`src/rtl/init_flash_pkg.sv`:
```
// Shared types and helpers for the init flash read-burst engine.
// Latency: n/a (declarations only).
// Backpressure: n/a.
//
// Contents: FSM state enum, address/length widths, chunk sizing helper.
package init_flash_pkg;

    localparam int ADDR_W = 25;  // flash byte address width
    localparam int LEN_W  = 24;  // burst byte count width
    localparam int CLEN_W = 16;  // per-command chunk byte count width

    typedef enum logic [1:0] {
        ST_IDLE = 2'd0,
        ST_REQ  = 2'd1,
        ST_RECV = 2'd2
    } state_e;

    // Size of the next flash command: whatever is left, capped at the chunk size.
    // The chunk size never exceeds 65535, so the result always fits CLEN_W.
    function automatic logic [CLEN_W-1:0] chunk_len(input logic [LEN_W-1:0] remaining,
                                                    input int unsigned      chunk_bytes);
        if (remaining > LEN_W'(chunk_bytes)) begin
            return CLEN_W'(chunk_bytes);
        end
        return remaining[CLEN_W-1:0];
    endfunction

endpackage

```
`src/rtl/init_flash_wdog.sv`:
```
// Stall watchdog: flags expiry after TIMEOUT_CYC enabled cycles without a clear.
// Latency: expire_o is combinational from the count register; acted on at the next edge.
// Backpressure: none; counter saturates at expiry until cleared or disabled.
//
// Ports: clk_i/rst_ni clock and async active-low reset; clr_i restarts the count;
//        en_i allows counting (count held at zero while low); expire_o timeout reached.
module init_flash_wdog #(
    parameter int unsigned TIMEOUT_CYC = 100000
) (
    input  logic clk_i,
    input  logic rst_ni,
    input  logic clr_i,
    input  logic en_i,
    output logic expire_o
);

    localparam int CNT_W = $clog2(TIMEOUT_CYC);

    logic [CNT_W-1:0] cnt_q;

    // After a clear at edge E the count reaches TIMEOUT_CYC-1 at edge E+TIMEOUT_CYC-1,
    // so the owner acts on expiry exactly TIMEOUT_CYC cycles after the last clear.
    assign expire_o = en_i && (cnt_q == CNT_W'(TIMEOUT_CYC - 1));

    always_ff @(posedge clk_i or negedge rst_ni) begin
        if (!rst_ni) begin
            cnt_q <= '0;
        end else if (clr_i || !en_i) begin
            cnt_q <= '0;
        end else if (!expire_o) begin
            cnt_q <= cnt_q + CNT_W'(1);
        end
    end

endmodule

```
`src/rtl/init_flash_rd_ctrl.sv`:
```
// Flash read-burst engine: splits one burst into chunked flash commands, streams bytes back.
// Latency: rx byte to init_flash_valid/data is one cycle; command req appears one cycle after rden.
// Backpressure: none toward consumers; flash side handshakes via req/ack, stalls end in a watchdog abort.
//
// Ports: sys_clk/glbl_rst_n clock and async active-low reset;
//        init_flash_rden/addr/length burst request in; init_flash_valid/last/data byte stream out;
//        flash_busy burst in progress; flash_error sticky timeout flag;
//        flash_cmd_req/addr/len/ack chunk command handshake; flash_rx_valid/data bytes from flash.
module init_flash_rd_ctrl
    import init_flash_pkg::*;
#(
    parameter int unsigned CHUNK_BYTES = 256,
    parameter int unsigned TIMEOUT_CYC = 100000
) (
    input  logic              sys_clk,
    input  logic              glbl_rst_n,
    input  logic              init_flash_rden,
    input  logic [ADDR_W-1:0] init_flash_addr,
    input  logic [LEN_W-1:0]  init_flash_length,
    output logic              init_flash_valid,
    output logic              init_flash_last,
    output logic [7:0]        init_flash_data,
    output logic              flash_busy,
    output logic              flash_error,
    output logic              flash_cmd_req,
    output logic [ADDR_W-1:0] flash_cmd_addr,
    output logic [CLEN_W-1:0] flash_cmd_len,
    input  logic              flash_cmd_ack,
    input  logic              flash_rx_valid,
    input  logic [7:0]        flash_rx_data
);

    state_e            state_q;
    logic [ADDR_W-1:0] cur_addr_q;
    logic [LEN_W-1:0]  remaining_q;
    logic [CLEN_W-1:0] chunk_cnt_q;
    logic              req_q;
    logic [ADDR_W-1:0] cmd_addr_q;
    logic [CLEN_W-1:0] cmd_len_q;
    logic              valid_q;
    logic              last_q;
    logic [7:0]        data_q;
    logic              error_q;

    logic              wd_clr;
    logic              wd_en;
    logic              wd_expire;
    logic [ADDR_W-1:0] next_addr;
    logic [LEN_W-1:0]  remaining_dec;

    // Start of the following chunk; wraps naturally at 2^ADDR_W.
    assign next_addr     = cur_addr_q + ADDR_W'(cmd_len_q);
    assign remaining_dec = remaining_q - LEN_W'(1);

    // Watchdog runs only while a burst is active. Entry into REQ from IDLE starts
    // from zero because the count is held clear while disabled; every other state
    // entry coincides with an ack or an rx byte, which clear it explicitly.
    assign wd_en  = (state_q != ST_IDLE);
    assign wd_clr = ((state_q == ST_REQ)  && flash_cmd_ack) ||
                    ((state_q == ST_RECV) && flash_rx_valid);

    init_flash_wdog #(
        .TIMEOUT_CYC (TIMEOUT_CYC)
    ) u_wdog (
        .clk_i    (sys_clk),
        .rst_ni   (glbl_rst_n),
        .clr_i    (wd_clr),
        .en_i     (wd_en),
        .expire_o (wd_expire)
    );

    always_ff @(posedge sys_clk or negedge glbl_rst_n) begin
        if (!glbl_rst_n) begin
            state_q     <= ST_IDLE;
            cur_addr_q  <= '0;
            remaining_q <= '0;
            chunk_cnt_q <= '0;
            req_q       <= 1'b0;
            cmd_addr_q  <= '0;
            cmd_len_q   <= '0;
            valid_q     <= 1'b0;
            last_q      <= 1'b0;
            data_q      <= '0;
            error_q     <= 1'b0;
        end else begin
            valid_q <= 1'b0;
            last_q  <= 1'b0;
            case (state_q)
                ST_IDLE: begin
                    // Zero-length requests are dropped without touching the error flag.
                    if (init_flash_rden && (init_flash_length != '0)) begin
                        cur_addr_q  <= init_flash_addr;
                        remaining_q <= init_flash_length;
                        error_q     <= 1'b0;
                        req_q       <= 1'b1;
                        cmd_addr_q  <= init_flash_addr;
                        cmd_len_q   <= chunk_len(init_flash_length, CHUNK_BYTES);
                        state_q     <= ST_REQ;
                    end
                end
                ST_REQ: begin
                    // Ack has priority over a coincident watchdog expiry.
                    if (flash_cmd_ack) begin
                        req_q       <= 1'b0;
                        chunk_cnt_q <= cmd_len_q;
                        state_q     <= ST_RECV;
                    end else if (wd_expire) begin
                        error_q <= 1'b1;
                        req_q   <= 1'b0;
                        state_q <= ST_IDLE;
                    end
                end
                ST_RECV: begin
                    // A byte arriving on the expiry cycle wins and keeps the burst alive.
                    if (flash_rx_valid) begin
                        valid_q     <= 1'b1;
                        data_q      <= flash_rx_data;
                        remaining_q <= remaining_dec;
                        chunk_cnt_q <= chunk_cnt_q - CLEN_W'(1);
                        if (remaining_q == LEN_W'(1)) begin
                            last_q  <= 1'b1;
                            state_q <= ST_IDLE;
                        end else if (chunk_cnt_q == CLEN_W'(1)) begin
                            cur_addr_q <= next_addr;
                            req_q      <= 1'b1;
                            cmd_addr_q <= next_addr;
                            cmd_len_q  <= chunk_len(remaining_dec, CHUNK_BYTES);
                            state_q    <= ST_REQ;
                        end
                    end else if (wd_expire) begin
                        error_q <= 1'b1;
                        state_q <= ST_IDLE;
                    end
                end
                default: begin
                    state_q <= ST_IDLE;
                end
            endcase
        end
    end

    assign init_flash_valid = valid_q;
    assign init_flash_last  = last_q;
    assign init_flash_data  = data_q;
    assign flash_busy       = (state_q != ST_IDLE);
    assign flash_error      = error_q;
    assign flash_cmd_req    = req_q;
    assign flash_cmd_addr   = cmd_addr_q;
    assign flash_cmd_len    = cmd_len_q;

endmodule

```
`config.mk`:
```
export PLATFORM = sky130hd
export DESIGN_NAME = init_flash_rd_ctrl
export DESIGN_NICKNAME = d
export VERILOG_FILES = /design/src/rtl/init_flash_pkg.sv /design/src/rtl/init_flash_wdog.sv /design/src/rtl/init_flash_rd_ctrl.sv
export SDC_FILE = /design/constraint.sdc
export NUM_CORES = 1
export LEC_CHECK = 0
export ABC_AREA = 1
export CORE_MARGIN = 2
export CORE_UTILIZATION = 55
export DETAILED_ROUTE_END_ITERATION = 6
export PLACE_DENSITY = 0.81
export SLEW_MARGIN = 0
export SYNTH_ARGS = -nofsm -noshare
export SYNTH_HDL_FRONTEND = slang
export SYNTH_HIERARCHICAL = 1
export SYNTH_SLANG_ARGS = --single-unit
```
`constraint.sdc`:
```
create_clock -name sys_clk -period 2.4 [get_ports sys_clk]
set_clock_uncertainty 0.05 [all_clocks]
set_input_delay 0.6 -clock sys_clk [delete_from_list [all_inputs] [get_ports sys_clk]]
set_output_delay 0.6 -clock sys_clk [all_outputs]
set_load 0.05 [all_outputs]
```
* After elaboration in Yosys (flattened, before gate mapping)
Cells that the tools add are included.
** Storage, ports and cells
- Register bits :: 112
- Output and inout bits :: 54
** Operators by class
- Reduce and logical (&&, ||, !) cells :: 20
- Add/sub/neg operators :: 4
- Equal/unequal tests :: 15
- Mux-type cells :: 54
- $lt $le $gt $ge :: 2
** Operator list (number)
- $mux W16 :: 10
- $mux W25 :: 4
- $pmux W16 S2 :: 2
- $pmux W25 S2 :: 1
- $gt A24 B9 Y1 const B :: 2
- $mux W24 :: 2
- $pmux W24 S2 :: 1
- $mux W17 :: 2
- $add A25 B16 Y25 :: 1
- $eq A24 B1 Y1 const B :: 1
- $reduce_bool A24 Y1 :: 1
- $sub A24 B1 Y24 const B :: 1
- $mux W1 :: 23
- $add A17 B1 Y17 const B :: 1
- $eq A17 B17 Y1 const B :: 1
- $eq A16 B1 Y1 const B :: 1
- $sub A16 B1 Y16 const B :: 1
- $ne A2 B2 Y1 const B :: 7
- $mux W2 :: 6
- $pmux W1 S3 :: 2
- $pmux W2 S3 :: 1
- $reduce_and A3 Y1 :: 2
- $reduce_and A6 Y1 :: 1
- $reduce_bool A2 Y1 :: 3
- 13 further kinds :: 18

* Depth between registers and ports, before layout
Gate-level depths: netlist of the first run.
- Word-level depth :: 12
- Gate-level depth with buffers :: 15

* Modules after synthesis
The synthesis of the first run kept the hierarchy.
** Modules (own cells, without submodules)
- init_flash_rd_ctrl :: area an instance 6730.2 um2, cells an instance 1000, instances 1
- init_flash_wdog :: area an instance 1118.6 um2, cells an instance 166, instances 1

* Worst setup path before layout of the first run
OpenSTA, ideal clock, no wires.
- Kind :: reg-to-reg
- Start :: register cmd_len_q[0] (netlist: flash_cmd_len[0])
- End :: register cmd_addr_q[20] (netlist: flash_cmd_addr[20])
- Buffers on the path :: 0
- Data arrival time :: 2.367 ns
- Cell stages (with the launch flop) :: 14
- Required time :: 2.223 ns
- Path slack :: -0.144 ns
- Cell sequence :: dfrtp_1 > ha_1 > inv_1 > fa_1 > o21ai_0 > nand2_1 > nand2_1 > nand2_1 > nand2_1 > nand2_1 > a21oi_1 > o21ai_0 > nand2_1 > o21ai_0
** Between the ends
- Cells in the longest elaborated chain, start to end :: 5
** RTL lines
- start: declaration :: line init_flash_rd_ctrl.sv:39 : logic [CLEN_W-1:0] cmd_len_q;
- start signal: assignment :: line init_flash_rd_ctrl.sv:97 : cmd_len_q <= chunk_len(init_flash_length, CHUNK_BYTES);
- start signal: assignment :: line init_flash_rd_ctrl.sv:127 : cmd_len_q <= chunk_len(remaining_dec, CHUNK_BYTES);
- $add A25 B16 Y25 :: line init_flash_rd_ctrl.sv:52 : assign next_addr = cur_addr_q + ADDR_W'(cmd_len_q);
- $mux W25 :: line init_flash_rd_ctrl.sv:123 : end else if (chunk_cnt_q == CLEN_W'(1)) begin
- $mux W25 :: line init_flash_rd_ctrl.sv:120 : if (remaining_q == LEN_W'(1)) begin
- $mux W25 :: line init_flash_rd_ctrl.sv:115 : if (flash_rx_valid) begin
- $pmux W25 S2 :: line init_flash_rd_ctrl.sv:88 : case (state_q)
- end signal: assignment :: line init_flash_rd_ctrl.sv:96 : cmd_addr_q <= init_flash_addr;
- end signal: assignment :: line init_flash_rd_ctrl.sv:126 : cmd_addr_q <= next_addr;
- end: declaration :: line init_flash_rd_ctrl.sv:38 : logic [ADDR_W-1:0] cmd_addr_q;
Every way passes these cells. The select of a mux whose other input is x is not followed.
A chain may end at the register's enable or synchronous reset.

* Worst setup path after layout of the first run
- Start :: register cmd_len_q[7] (netlist: flash_cmd_len[7])
- End :: output port flash_cmd_len[7]
** RTL lines
- end: declaration :: line init_flash_rd_ctrl.sv:27 : output logic [CLEN_W-1:0] flash_cmd_len,
No word-level cell between the ends.

==> results of run 1 <==
-- through the flow --
stage               hold slack, ps  power (uW)  cells  TNS [ps]  setup slack, ps
finish                       10.74       12970   1518         0            17.43
global route                 14.16       13960   1518    -96.51           -36.84
CTS                          13.09       12720   1510         0            44.03
detailed placement           401.7       10930   1494     -5981           -174.3
global placement             400.0       10770   1494     -3225           -125.1
floorplan                    254.4        8407   1166         0            15.56
-- area by class of cell --
type,instances,area [um2]
Multi-Input combinational cell,893,4478
Fill cell,1147,3839
Sequential cell,112,2808
Timing Repair Buffer,186,1754
Inverter,131,491.7
Clock buffer,11,252.7
Tap cell,180,225.2
Clock inverter,5,86.33
-- placed cells by master, fill, tap and decap left out, drive strengths merged --
cell,count
o21ai,103
o21bai,2
xnor2,4
o221ai,3
dfrtp,112
clkbuf,11
nor4,5
o211ai,6
clkdlybuf4s50,113
clkinv,5
or2,5
o22ai,9
a31oi,6
nand2,292
a21boi,1
inv,129
nand3,67
a221oi,1
bufinv,2
xor2,18
nor3,15
nor2,209
a22oi,5
nand3b,7
a21oi,85
fa,1
nand4,21
o2111ai,1
nor3b,1
ha,26
buf,73
-- per-layer routing --
layer	vias up	part of all wire, %
met5	-	0
met4	0	1.9
met3	45	9.1
met2	403	46
met1	3830	43
li1	4141	-
-- state kept, by name (all words and copies together), names as in the netlist, 2 cells and up --
register and flops:
init_flash_data 8, u_wdog/cnt_q 17, flash_cmd_len 16, remaining_q 24, chunk_cnt_q 16, flash_cmd_addr 25
state_q 2
-- final timing paths --
check,endpoint,cells past startpoint
setup reg to reg,flash_cmd_len[7],11
hold / removal,remaining_q[23],1
min in group sys_clk,init_flash_data[4],2
hold reg to reg,init_flash_data[4],2
setup / recovery,flash_cmd_len[7],1
max in group asynchronous,flash_cmd_len[1],2
-- report_power, final --
part | switching (uW) | total (uW) | internal (uW) | leakage, uW
clock network | 753 | 1740 | 983 | 0.000167
logic | 5160 | 7910 | 2750 | 0.00302
registers | 697 | 3320 | 2620 | 0.00140
-- timing repair --
action                                  CTS  global route
resized for setup                         1            16
endpoints found under the setup margin    1            19
pin swaps                                 0             4
gates cloned                              0             3
buffers inserted                          0             5
-- cell usage after synthesis, drive strengths merged, types with 15 or more instances --
master and count:
nand2 292, nor2 206, inv 128, dfrtp 112, o21ai 103, a21oi 85
nand3 67, ha 26, nand4 21, clkbuf 20, xor2 18, nor3 15
-- logic make-up (layout without fill, tap and decap cells) --
family,count (synthesis),in the layout
xor gates and xnor gates,22,22
DFF,112,112
adders and majority gates,27,27
AOI/OAI and AO/OA,222,222
buffers and inverters,164,333
and+or+nand+nor,619,622
==> flow_summary.json, run 1 <==
{
  "synth_enable_flop_cells": 0,
  "yosys.cell_types.count": 45,
  "p_leak_uw": 0.004594,
  "critical_path_class": "reg -> out",
  "critical_path_required_ps": 1750,
  "cp_top_family": "buffers and inverters",
  "core_footprint_um2": 13930,
  "busiest_layer": "met2",
  "syn-num-nets": 1255,
  "cts.sinks": 112,
  "dr.first_iter.drc_count": 841,
  "max-vdd-ir-drop_uv": 1157,
  "die-area_um2": 15240,
  "period_minus_slack_ps": 2383,
  "number_of_antenna_violations_at_the_first_check_in_global_routing": 0,
  "cts_tree": "done",
  "clock_insertion_delay_worst_skew_ps": 370,
  "via_count": 8419,
  "setup_violations": 0,
  "cp_launch_type": "flop",
  "power_per_cell_area_nw_per_um2": 1284,
  "grt_overflow_total": 0,
  "complex_gate_fraction_of_the_synthesized_area_pct": 15.13,
  "gpl.final_weighted_congestion": 1.044,
  "detailed_place.area_um2": 9647,
  "placement.io_buffers": 115,
  "cp.arrival_ps": 1730,
  "cts_root_buf": "clkbuf_16",
  "worst-path-buf-inv": 1,
  "crit-reg2reg-launch": "remaining_q[4]",
  "crit_path_top_delay_cell": "clkdlybuf4s50_1",
  "synth_top_area_cell": "dfrtp_1",
  "num_antenna_cells": 0,
  "synth-adder-area-share_pct": 4.400,
  "top_level_ports": 116,
  "min_path_type": "in -> async",
  "design_area_um2": 10100,
  "layout_worst_path_cycle_share_pct": 99.27,
  "peak_fanout_along_the_critical_path": 4,
  "setup.worst_path.start": "flash_cmd_len[7]",
  "nets": 1422,
  "syn_area_um2": 7849,
  "layout_cells_sized_above_1_pct": 11.51,
  "synth_seq_area_share_pct": 35.71,
  "global_route.usage.met3_pct": 5.166,
  "met1_usage_pct": 41.62,
  "postSynth.asyncResetShare_pct": 100.0,
  "grt.total_usage_pct": 30.59,
  "finalMaxSlewViolations": 0,
  "wirelength_mm": 22.74,
  "grt_start_max_net_pins": 85,
  "grt_setup_unrepaired": "yes",
  "critical-path-max-stage-delay_ps": 890,
  "post_synth_xor_area_fraction_pct": 2.551,
  "fin_util_pct": 72.45,
  "synth_area_per_cell_um2": 6.731,
  "htree_num_levels": 3,
  "post-synth-top-area-fraction_pct": 35.71,
  "synth.area.mux_share_pct": 0,
  "cap_violations": 0,
  "path_clk_slew_ps": 80,
  "synth_area_leaders": "dfrtp_1 (36%), nand2_1 (13%), nor2_1 (8.8%)",
  "dr.pass1.iters": 6,
  "synth_simple_gate_area_share_pct": 33.92,
  "max-clock-path-buffers": 2,
  "outcome": "completed",
  "timing.fmax_ghz": 0.4197,
  "cts-buffers-inserted": 9,
  "crit_path_cell_trace": "clkdlybuf4s50_1",
  "end_kind": "primary output",
  "timing_hold_violations_final": 0,
  "r2r_setup_slack_ps": 70,
  "met2_usage_pct": 50.27,
  "cts_hold_repair_buffers": 0,
  "avgViaCountPerCell": 5.546,
  "yosys_most_used_dff": "dfrtp_1",
  "avgRoutedWirePerCell_um": 14.98,
  "largest_family_of_logic_cells_by_synthesized_area": "simple AND/OR/NAND/NOR gates",
  "drc_errors": 0,
  "slew_headroom_pct": 62.46,
  "row_count": 43,
  "timing_worst_slew_pin_value_ps": 561.4,
  "floorplan.initialDensity_pct": 56.33,
  "dpl.hpwl_mm": 16.59,
  "route.antenna.remaining_nets": 0,
  "first_global_vias": 7906,
  "synth_cells": 1166,
  "first_pass_grt_wire_length_mm": 37.03,
  "die_width_um": 123.5,
  "yosys_warnings": 6,
  "area_growth_syn_to_layout_pct": 28.63,
  "synth_seq_cells": 112,
  "die_h_um": 123.5
}
Power figures use the tool's default switching activity.
==> run 2: changes to the inputs <==
Settings changed: CORE_UTILIZATION 55 to 50, PLACE_DENSITY 0.81 to 0.77.
Clock period 2.4 ns to 2.15 ns, I/O delays scaled along.
==> flow_summary.json, run 2 (synthesized netlist as in run 1, its figures left out) <==
{
  "outcome": "finished with violations",
  "violations_in_the_final_reports": "DRC, setup timing",
  "row_count": 45,
  "max-vdd-ir-drop_uv": 1267,
  "critical_path.most_common_cell": "nand2_1",
  "min_path_type": "in -> async",
  "cp_launch_type": "primary input",
  "crit_path_cell_trace": "clkdlybuf4s50_1 > or2_1 > nor2_1 > nand2_1 > nor2_2 > nand2_1 > nand2_1 > nand2_2 > nand2_4 > a21oi_4 > buf_12 > nor2_1 > a21oi_2",
  "area_growth_syn_to_layout_pct": 41.07,
  "cts.sinks": 112,
  "dpl.hpwl_mm": 17.49,
  "cts_tree": "done",
  "detailed_place.area_um2": 9948,
  "die_width_um": 129.3,
  "placement.io_buffers": 115,
  "avgRoutedWirePerCell_um": 15.56,
  "num_antenna_cells": 0,
  "gpl.final_weighted_congestion": 0.9561,
  "cap_violations": 0,
  "crit_path_top_delay_cell": "clkdlybuf4s50_1",
  "clock_insertion_delay_worst_skew_ps": 370,
  "first_pass_grt_wire_length_mm": 38.68,
  "layout_worst_path_cycle_share_pct": 101.5,
  "slew_headroom_pct": 64.53,
  "top_level_ports": 116,
  "end_kind": "flop",
  "grt.total_usage_pct": 28.82,
  "grt_overflow_total": 0,
  "finalMaxSlewViolations": 0,
  "dr.pass1.iters": 7,
  "wirelength_mm": 25.00,
  "max-clock-path-buffers": 2,
  "timing_worst_slew_pin_value_ps": 531.2,
  "critical_path_required_ps": 2350,
  "via_count": 8795,
  "layout_cells_sized_above_1_pct": 24.93,
  "r2r_setup_slack_ps": 10,
  "critical_path_class": "in -> reg",
  "route.antenna.remaining_nets": 0,
  "nets": 1480,
  "cp.arrival_ps": 2390,
  "grt_setup_unrepaired": "yes",
  "fin_util_pct": 72.56,
  "core_footprint_um2": 15260,
  "htree_num_levels": 3,
  "cts-buffers-inserted": 9,
  "worst-path-buf-inv": 2,
  "detailedPlace.worstSlack_ps": -406.5,
  "critical-path-max-stage-delay_ps": 420,
  "drc_errors": 1,
  "first_global_vias": 8089,
  "final.setup.worst_slack_ps": -31.47,
  "timing.fmax_ghz": 0.4584,
  "p_leak_uw": 0.005094,
  "power_per_cell_area_nw_per_um2": 1476,
  "grt_start_max_net_pins": 58,
  "period_minus_slack_ps": 2181,
  "path_clk_slew_ps": 80,
  "number_of_antenna_violations_at_the_first_check_in_global_routing": 0,
  "r2r.worst_path.cells": 12,
  "floorplan.initialDensity_pct": 51.44,
  "final_common_cell": "nand2_1",
  "die_h_um": 129.3,
  "design_area_um2": 11070,
  "largest_register_ffs": 25,
  "setup_violations": 7,
  "most-common-layout-cells": "nand2_1 (254), nor2_1 (160), buf_4 (143)",
  "dr.first_iter.drc_count": 752,
  "die-area_um2": 16720,
  "cp_top_family": "simple AND/OR/NAND/NOR gates",
  "peak_fanout_along_the_critical_path": 13,
  "worst-path-stages": 13,
  "avgViaCountPerCell": 5.473,
  "cts_root_buf": "clkbuf_16",
  "timing_hold_violations_final": 0
}
## run 2: cell types whose count changed in the layout (fill, tap and decap cells not counted), moves of 11 or more
cell,before,now
nor2_1,182,160
nand2_2,13,34
a21oi_2,1,14
nand2_1,278,254
buf_4,67,143
nor2_2,18,35
clkdlybuf4s50_1,113,62
o21ai_0,93,82
buf_6,0,11
a21oi_1,83,68
## run 2: repair_timing
action | 4_1_cts | 5_1_grt
pin swaps | 4 | 37
buffers inserted | 4 | 16
cloned | 1 | 5
resized for setup | 19 | 156
hold buffers | 0 | 0
setup endpoints to repair | 35 | 81
## run 2: layout make-up
class                           instances  area, um2
Multi-Input combinational cell        892       4960
Tap cell                              211      264.0
Clock buffer                           11      232.7
Timing Repair Buffer                  245       2256
Fill cell                            1234       4187
Sequential cell                       112       2816
Clock inverter                          5      35.03
Inverter                              131      508.0
## run 2: through the flow
step | setup TNS [ps] | cells | hold WS (ps) | total power, uW
2_1_floorplan | 0 | 1166 | 191.9 | 9437
3_3_place_gp | -18060 | 1565 | 410.7 | 12560
3_5_place_dp | -20210 | 1565 | 417.0 | 12700
4_1_cts | -7.422 | 1586 | 49.52 | 14510
5_1_grt | -995.1 | 1607 | 67.26 | 17410
6_report | -95.60 | 1607 | 44.47 | 16350
## run 2: path summary, 6_finish.rpt
| kind | startpoint | end |
|---|---|---|
| worst max-delay path | init_flash_length[17] | flash_cmd_len[1] |
| worst min-delay path | glbl_rst_n | remaining_q[16] |
| worst max register to register | remaining_q[2] | flash_cmd_len[1] |
| worst min register to register | init_flash_data[4] | init_flash_data[4] |
| max in group asynchronous | glbl_rst_n | flash_cmd_len[12] |
| min in group sys_clk | init_flash_data[4] | init_flash_data[4] |
## run 2: layer usage
layer / share of wire (%) / up-vias / GRT usage [%] / wire (um)
met5: 0 / - / 0 / 0
met1: 43 / 4112 / 39.98 / 10830
met2: 47 / 377 / 46.90 / 11760
li1: - / 4266 / - / -
met4: 1.7 / 0 / 7.161 / 420
met3: 8.0 / 40 / 5.202 / 1995
## run 2: where the power goes
group          switching [uW]  internal, uW
clock                     829           789
sequential                832          2940
combinational            6700          4260
==> run 3: changes to the inputs <==
--- a/config.mk
+++ b/config.mk
@@ -10,3 +10,5 @@
 export CORE_UTILIZATION = 50
+export CTS_CLUSTER_DIAMETER = 80
 export DETAILED_ROUTE_END_ITERATION = 6
+export GPL_TIMING_DRIVEN = 0
 export PLACE_DENSITY = 0.77
--- a/constraint.sdc
+++ b/constraint.sdc
@@ -4,2 +4,2 @@
 set_output_delay 0.5375 -clock sys_clk [all_outputs]
-set_load 0.05 [all_outputs]
+set_load 0.1 [all_outputs]
==> flow_summary.json, run 3 (synthesized netlist as in run 1, its figures left out) <==
{
  "detailedPlace.worstSlack_ps": -862.4,
  "dpl.cell_count": 1493,
  "max-vdd-ir-drop_uv": 1132,
  "die_h_um": 129.3,
  "grt_start_max_net_pins": 92,
  "clock_insertion_delay_worst_skew_ps": 370,
  "placement.io_buffers": 115,
  "whs_ps": 431.2,
  "period_minus_slack_ps": 2193,
  "layout_worst_path_cycle_share_pct": 102.0,
  "cts_root_buf": "clkbuf_16",
  "largest_register_ffs": 25,
  "cp_launch_type": "flop",
  "wirelength_mm": 27.03,
  "grt_setup_unrepaired": "yes",
  "top_level_ports": 116,
  "path_clk_slew_ps": 80,
  "dr.first_iter.drc_count": 715,
  "peak_fanout_along_the_critical_path": 5,
  "critical_path_required_ps": 2390,
  "avgRoutedWirePerCell_um": 17.24,
  "gpl.final_weighted_congestion": 0.9820,
  "timing.fmax_ghz": 0.4559,
  "layoutNonFillerInstCount": 1568,
  "avgViaCountPerCell": 5.578,
  "core_footprint_um2": 15260,
  "grt.total_usage_pct": 31.09,
  "row_count": 45,
  "floorplan.initialDensity_pct": 51.44,
  "cap_violations": 0,
  "end_kind": "flop",
  "nets": 1441,
  "p_leak_uw": 0.004905,
  "final_common_cell": "nand2_1",
  "first_pass_grt_wire_length_mm": 40.46,
  "htree_num_levels": 3,
  "power_per_cell_area_nw_per_um2": 1632,
  "max-clock-path-buffers": 2,
  "slew_headroom_pct": 36.26,
  "violations_in_the_final_reports": "setup timing",
  "die_width_um": 129.3,
  "most-common-layout-cells": "nand2_1 (255), nor2_1 (156), inv_1 (111)",
  "grt_overflow_total": 0,
  "critical_path_class": "reg -> reg",
  "timing_worst_slew_pin_value_ps": 959.8,
  "cts-buffers-inserted": 9,
  "dr.pass1.iters": 6,
  "num_antenna_cells": 0,
  "min_path_type": "reg -> reg",
  "drc_errors": 0,
  "fin_setup_tns_ps": -71.59,
  "die-area_um2": 16720,
  "via_count": 8746,
  "cts_tree": "done",
  "dpl.hpwl_mm": 18.75,
  "cp.arrival_ps": 2440,
  "route.antenna.remaining_nets": 0,
  "first_global_vias": 8037,
  "area_growth_syn_to_layout_pct": 41.02,
  "number_of_antenna_violations_at_the_first_check_in_global_routing": 0,
  "finalMaxSlewViolations": 0,
  "cts.sinks": 112,
  "outcome": "finished with violations",
  "setup_violations": 3,
  "final.setup.worst_slack_ps": -43.31,
  "layout_cells_sized_above_1_pct": 27.93,
  "timing_hold_violations_final": 0
}
==> run 3: cell count changes in the layout (fill, tap and decap cells not counted), sizes merged <==
cell,change
clkdlybuf4s50,-21
clkbuf,+21
dlymetal6s2s,+2
buf,-89
inv,+3
clkinvlp,-3
clkdlybuf4s15,+47
dlygate4sd3,+1
==> run 3: critical path, stage by stage, from the launching register on <==
cell and delay, ps:
dfrtp_2 460, nor2_2 170, nand2_2 80, nor2_4 160
buf_6 160, nand2_1 100, nor2_2 160, xor2_2 90
buf_4 170, nor2_4 200, nand3b_1 160, a21oi_2 140
==> run 3: cell type report <==
type                    count  area (um2)
plain buffers              33       274.0
well taps                 211       264.0
clock buffers              11       242.7
repair buffers            173        1750
fillers                  1209        4190
flip-flops and latches    112        2878
inverters                 131       509.2
multi-input cells         892        5110
clock inverters             5       40.04
==> run 3: what timing repair did <==
action / in CTS / in global routing
pin swaps: 23 / 50
cloned: 3 / 2
endpoints found under the setup margin: 151 / 88
endpoints found under the hold margin: 21 / 0
hold buffers: 1 / 0
buffers inserted: 30 / 24
resized for setup: 225 / 183
==> run 3: worst paths after layout <==
kind / from / to / slack (ps) / cells after the start
min: init_flash_data[0] / init_flash_data[0] / 430 / 2
min reg2reg: init_flash_data[0] / init_flash_data[0] / 430 / 2
min in group asynchronous: glbl_rst_n / remaining_q[4] / 530 / 2
max: remaining_q[5] / flash_cmd_len[6] / -40 / 11
max reg2reg: remaining_q[5] / flash_cmd_len[6] / -40 / 11
max in group asynchronous: glbl_rst_n / flash_cmd_addr[10] / 730 / 3
==> run 3: per-layer routing <==
metal	vias up	track usage, %	wire length (um)
li1	4185	-	-
met1	4122	39.50	10970
met2	360	53.44	13350
met3	79	4.707	1714
met4	0	12.21	995
met5	-	0	0
==> run 3: power by group <==
group,internal [uW],leakage (uW),switching (uW)
sequential,3020,0.00136,966
combinational,3980,0.00340,8420
clock,830,0.000140,837
total,7840,0.00491,10200
==> run 3: stage by stage <==
stage | utilization [%] | total power (uW) | cell area (um2)
after floorplan | - | 11360 | 8093
after global placement | 62.31 | 13920 | 9508
after detailed placement | 62.50 | 14060 | 9537
after CTS | 68.04 | 16600 | 10380
after global routing | 72.54 | 18990 | 11070
final | 72.54 | 18060 | 11070
